**src/rtl/regfile_port_arbiter.sv**
```systemverilog
// Round-robin arbiter sharing the register file's single read and write port among NREQ requesters,
// with owner locking for atomic read-modify-write sequences and registered register-file controls.
module regfile_port_arbiter #(
  parameter int unsigned NREQ   = 4,
  parameter int unsigned ADDR_W = 5,
  parameter int unsigned DATA_W = 32
) (
  input  logic                     clk,
  input  logic                     rst_n,
  input  logic [NREQ-1:0]          req_valid,
  input  logic [NREQ-1:0]          req_write,
  input  logic [NREQ-1:0]          req_lock,
  input  logic [NREQ*ADDR_W-1:0]   req_addr,
  input  logic [NREQ*DATA_W-1:0]   req_wdata,
  output logic [NREQ-1:0]          req_ready,
  output logic [NREQ-1:0]          rsp_valid,
  output logic [DATA_W-1:0]        rsp_rdata,
  output logic [ADDR_W-1:0]        rf_read_addr,
  input  logic [DATA_W-1:0]        rf_read_data,
  output logic                     rf_wr_enable,
  output logic [ADDR_W-1:0]        rf_wr_addr,
  output logic [DATA_W-1:0]        rf_wr_data
);

  localparam int unsigned PTR_W = (NREQ > 1) ? $clog2(NREQ) : 1;

  typedef enum logic {ARB, LOCKED} state_t;

  state_t            state_q, state_d;
  logic [PTR_W-1:0]  ptr_q, ptr_d;
  logic [PTR_W-1:0]  owner_q, owner_d;
  logic [PTR_W-1:0]  gnt_idx;
  logic              found;
  logic [NREQ-1:0]   grant;
  logic              accept;
  logic              sel_write;
  logic              sel_lock;
  logic [ADDR_W-1:0] sel_addr;
  logic [DATA_W-1:0] sel_wdata;
  logic [NREQ-1:0]   rd_pend_q;

  function automatic logic [PTR_W-1:0] next_ptr(input logic [PTR_W-1:0] idx);
    if (idx == PTR_W'(NREQ - 1)) return '0;
    return idx + PTR_W'(1);
  endfunction

  // Grant selection: rotate from the pointer in ARB, owner only in LOCKED; nothing while in reset.
  always_comb begin
    int unsigned idx;
    idx     = 0;
    found   = 1'b0;
    gnt_idx = '0;
    grant   = '0;
    if (state_q == ARB) begin
      for (int unsigned k = 0; k < NREQ; k++) begin
        idx = 32'(ptr_q) + k;
        if (idx >= NREQ) idx = idx - NREQ;
        if (!found && req_valid[PTR_W'(idx)]) begin
          found   = 1'b1;
          gnt_idx = PTR_W'(idx);
        end
      end
    end else if (req_valid[owner_q]) begin
      found   = 1'b1;
      gnt_idx = owner_q;
    end
    if (found && rst_n) grant[gnt_idx] = 1'b1;
  end

  assign req_ready = grant;
  assign accept    = |grant;

  // Payload of the granted requester.
  always_comb begin
    sel_write = 1'b0;
    sel_lock  = 1'b0;
    sel_addr  = '0;
    sel_wdata = '0;
    for (int unsigned i = 0; i < NREQ; i++) begin
      if (grant[i]) begin
        sel_write = req_write[i];
        sel_lock  = req_lock[i];
        sel_addr  = req_addr[i*ADDR_W +: ADDR_W];
        sel_wdata = req_wdata[i*DATA_W +: DATA_W];
      end
    end
  end

  always_ff @(posedge clk or negedge rst_n) begin
    if (!rst_n) begin
      state_q <= ARB;
      ptr_q   <= '0;
      owner_q <= '0;
    end else begin
      state_q <= state_d;
      ptr_q   <= ptr_d;
      owner_q <= owner_d;
    end
  end

  // Lock ownership persists until the owner completes a request with req_lock low.
  always_comb begin
    state_d = state_q;
    ptr_d   = ptr_q;
    owner_d = owner_q;
    case (state_q)
      ARB: begin
        if (accept) begin
          ptr_d = next_ptr(gnt_idx);
          if (sel_lock) begin
            state_d = LOCKED;
            owner_d = gnt_idx;
          end
        end
      end
      LOCKED: begin
        if (accept && !sel_lock) begin
          state_d = ARB;
          ptr_d   = next_ptr(owner_q);
        end
      end
      default: state_d = ARB;
    endcase
  end

  // Two-stage read pipe (address, then data capture) and single-stage write pipe.
  always_ff @(posedge clk or negedge rst_n) begin
    if (!rst_n) begin
      rd_pend_q    <= '0;
      rsp_valid    <= '0;
      rsp_rdata    <= '0;
      rf_read_addr <= '0;
      rf_wr_enable <= 1'b0;
      rf_wr_addr   <= '0;
      rf_wr_data   <= '0;
    end else begin
      rd_pend_q    <= (accept && !sel_write) ? grant : '0;
      rsp_valid    <= rd_pend_q;
      rf_wr_enable <= accept && sel_write;
      if (accept && !sel_write) rf_read_addr <= sel_addr;
      if (|rd_pend_q)           rsp_rdata    <= rf_read_data;
      if (accept && sel_write) begin
        rf_wr_addr <= sel_addr;
        rf_wr_data <= sel_wdata;
      end
    end
  end

endmodule

```
**config.mk**
```make
export PLATFORM = sky130hd
export DESIGN_NAME = regfile_port_arbiter
export DESIGN_NICKNAME = d
export VERILOG_FILES = /design/src/rtl/regfile_port_arbiter.sv
export SDC_FILE = /design/constraint.sdc
export NUM_CORES = 1
export LEC_CHECK = 0
export CAP_MARGIN = 20
export CORE_MARGIN = 2
export CORE_UTILIZATION = 40
export CTS_CLUSTER_SIZE = 28
export DETAILED_ROUTE_END_ITERATION = 12
export GPL_TIMING_DRIVEN = 0
export PLACE_DENSITY = 0.91
export SLEW_MARGIN = 20
export SYNTH_ARGS = -nofsm -noshare
export SYNTH_HDL_FRONTEND = slang
export SYNTH_SLANG_ARGS = --single-unit
```
**constraint.sdc**
```tcl
create_clock -name clk -period 8.5 [get_ports clk]
set_input_delay 1.275 -clock clk [delete_from_list [all_inputs] [get_ports clk]]
set_output_delay 1.275 -clock clk [all_outputs]
set_load 0.01 [all_outputs]
```
==> metrics.md <==
| Metric | Value |
|---|---|
| Status | complete, no violations |
| CP peak stage delay | roughly 650 ps |
| CORE AREA | 10790 um^2 |
| GR Overflow Total | 0 |
| GR met1 Demand/Resource | 0.2917 |
| Clk_skew | 19.00 ps |
| Vias per inst | roughly 5.7 |
| Syn Std Cell Area | 4408 um^2 |
| DRC Markers | 0 |
| PnR worst setup slack | ~2000 ps |
| Sw frac | 0.3937 |
| Clock Pin Slew Worst Setup and Hold Paths | approximately 100 ps |
| Most frequent cells in the layout | clkdlybuf4s50_1, dfrtp_1, mux2_2 |
| Setup violators final | 0 |
| Area of the multi-input gates | 2024 um^2 |
| Pint | 1.575 mW |
| Max Freq | 155.0 MHz |
| Busiest grt layer | met2 |
| Data required, critical path | just over 7000 ps |
| Gate Count Post-Synth | 403 |
| MaxCap Viol Count | 0 |
| Die ar. | 11880 um^2 |
| Synthesis Warnings | 0 |
| WP buf/inv | 6 |
| Crit start category | primary input |
| H-Tree Depth | 3 |
| Synth Flop Type | dfrtp_1 |
| Final hold vios | 0 |
| Met2 usage | 0.4809 |
| Largest net degree at the start of global routing | 51 |
| Final WL | 16.64 mm |
| Relative slew slack | 0.3342 |
| WHS | ~380 ps |
| Worst R2R Path Depth | 11 |
| Max clock buf depth | 2 |
| Crit-path slowest cell | clkdlybuf4s50_1 |
| Nets | 887 |
| Site Rows | 38 |
| Minimum clock period | 6451 ps |
| Hold path depth | 0 |
| I/O pin total | approximately 280 |
| Dpl hpwl | 12.75 mm |
| Cts hold-fix bufs | 0 |
| Tcrit/Tclk final | 0.7590 |
| RSZ-0062 raised after global routing | no |
| DRT Pass-1 Iters | 5 |
| WL/cell | 19.96 um |
| Diodes inserted | 0 |
| Number of enable flip-flop cells after synthesis | 0 |
| Post-cts gate resize count | 0 |
| # fillers | 757 |
| Pre-CTS setup slack | 2149 ps |
| # port buffers | 274 |
| Met3 GRT Util | 0.08607 |
| Post-Syn Area per Cell | about 11 um^2 |
| Sequential area share after synthesis | 0.4996 |
| Routability congestion estimate | 0.9103 |
| Initial antenna violation count | 0 |
| P_leak | 3.001 nW |
| Clock share of power | 0.117 |
| CTS Buf Count | 9 |
| Pins over their slew limit | 0 |
| Setup TNS | 0 ps |
| Commonest non-fill, non-tap cell in the layout | clkdlybuf4s50_1 |
| CTS tree | done |
| Number of DRC markers in iteration 0 | 246 |
| HP Class | flop to flop |
| CP Cell Sequence | clkdlybuf4s50_1 > inv_1 > o31a_1 > nor3_1 > nor3_1 > nor2_1 > ha_1 > clkbuf_1 > inv_1 > nor2_1 > clkbuf_1 > clkdlybuf4s50_1 |
| Comb power frac | 0.603 |
| Sw Pwr | 1.023 mW |
| Pwr Total | 2.597 mW |
| Worst-margin pin slew | 992.1 ps |
| Register area | 2202 um^2 |
| Hold Crit Start | rd_pend_q[2] |
| FF+latch count, synth | 88 |
| CP Capture Type | primary output |
| Total track usage | 0.2708 |
| VDD IR max | 0.1717 mV |
| Worst setup path class | primary input to primary output |
| Root Driver | clkbuf_8 |
| Asr flop ratio synth | 1.000 |
| First-pass GRT wire length | 24.33 mm |
| Max FO, Critical Path | 10 |
| Vias | between 4000 and 5000 |
| Seq pwr share | 0.280 |
| Synth unique cells | 49 |
| Die Y | 109.0 um |
| Setup bufs post-CTS | 0 |
| Initial Util | 0.4084 |
| Syn Nets | around 600 |
| P&R area growth vs syn | 71.36% |
| Ratio of cells with drive above 1 in the final layout | 0.1095 |
| Cell Pwr Density | 343.9 nW/um^2 |
| Vias in the first global route | 4812 |
| Cell family with most CP delay | buffers and inverters |
| CP Data Arrival Time | 5180 ps |
| Crit path launch | req_valid[0] |
| CTS Sinks | 88 |
| CP Depth | 12 |
| Die width | 109.0 um |
| Final antenna-violating net count | 0 |
| Clock latency on the worst-skew pair | 360 ps |
==> worst reg2reg max path: cells and delay by family (launching register included) <==
family / cells / cell delay [ps]
flip-flops: 1 / 440
buffers and inverters: 3 / 560
multiplexers: 1 / 340
AO/OA/AOI/OAI: 4 / 1530
AND/OR/NAND/NOR: 2 / 590
adder cells (fa/ha/maj): 1 / 310
==> path summary, 6_finish.rpt <==
path	to	slack [ps]
max in group asynchronous	rsp_rdata[29]	6940
hold reg to reg	rsp_valid[2]	380
hold / removal	rsp_valid[2]	380
setup / recovery	req_ready[1]	2050
min in group asynchronous	ptr_q[1]	910
setup reg to reg	rf_read_addr[1]	4620
==> through the flow <==
step | cell area [um^2] | std cells | utilization
final | 7553 | 834 | 0.6999
after global routing | 7553 | 834 | 0.6999
after global placement | 7326 | 817 | 0.6788
after detailed placement | 7351 | 818 | 0.6811
after floorplan | 4408 | 403 | -
after CTS | 7553 | 834 | 0.6999
==> flip-flops by register name (all words and copies together), names as in the netlist, 2 cells and up, named ones only <==
signal and flops:
rsp_rdata 32, rf_read_addr 5, owner_q 2, rf_wr_data 32, rf_wr_addr 5, rsp_valid 4, rd_pend_q 4, ptr_q 2
==> final cells by class <==
type | instances | area share
buffer | 36 | 0.02054
tap | 140 | 0.02319
multi-input combinational | 272 | 0.2680
timing repair buffer | 275 | 0.3664
inverter | 7 | 0.003479
clock buffer | 10 | 0.01690
sequential | 88 | 0.2915
clock inverter | 6 | 0.009939
==> cell usage after synthesis (3+ instances only) <==
cell	instances	share of area
nor2_1	12	0.010
dfrtp_1	88	0.50
nand2_1	39	0.033
and2_1	6	0.0085
clkbuf_1	27	0.023
o21ai_0	3	0.0034
o22ai_1	5	0.0071
nand2b_1	3	0.0043
o21ai_1	31	0.035
mux2i_1	5	0.011
nor3_1	4	0.0045
mux2_2	44	0.11
a2bb2oi_1	5	0.0099
a221oi_1	33	0.066
o221ai_1	32	0.064
inv_1	6	0.0051
o211ai_1	3	0.0051
buf_2	6	0.0068
nor2b_1	3	0.0043
a21oi_1	9	0.010
ha_1	4	0.011
o21bai_1	3	0.0051
==> per-layer routing <==
layer  wire, um  vias up
met2       8409      284
met5          0        -
li1           -     2124
met1       5958     2258
met3       1648       56
met4        628        0
==> cell families after synthesis <==
| kind of cell | after synthesis | share of synthesized area |
|---|---|---|
| compound gates | 136 | 0.2299 |
| xor+xnor | 1 | 0.001987 |
| fa+ha+maj | 4 | 0.01135 |
| buf+inv | 43 | 0.04116 |
| flops | 88 | 0.4996 |
| mux | 49 | 0.1238 |
| simple gates | 82 | 0.09225 |
==> power groups by stage <==
stage / sequential (mW) / clock [mW] / combinational [mW]
after floorplan: 0.809 / 0 / 0.760
after global placement: 0.720 / 0 / 1.50
after global routing: 0.751 / 0.330 / 1.68
after CTS: 0.726 / 0.307 / 1.56
final: 0.727 / 0.303 / 1.57
after detailed placement: 0.734 / 0 / 1.55
No activity file was read; power rests on OpenSTA's default activity.
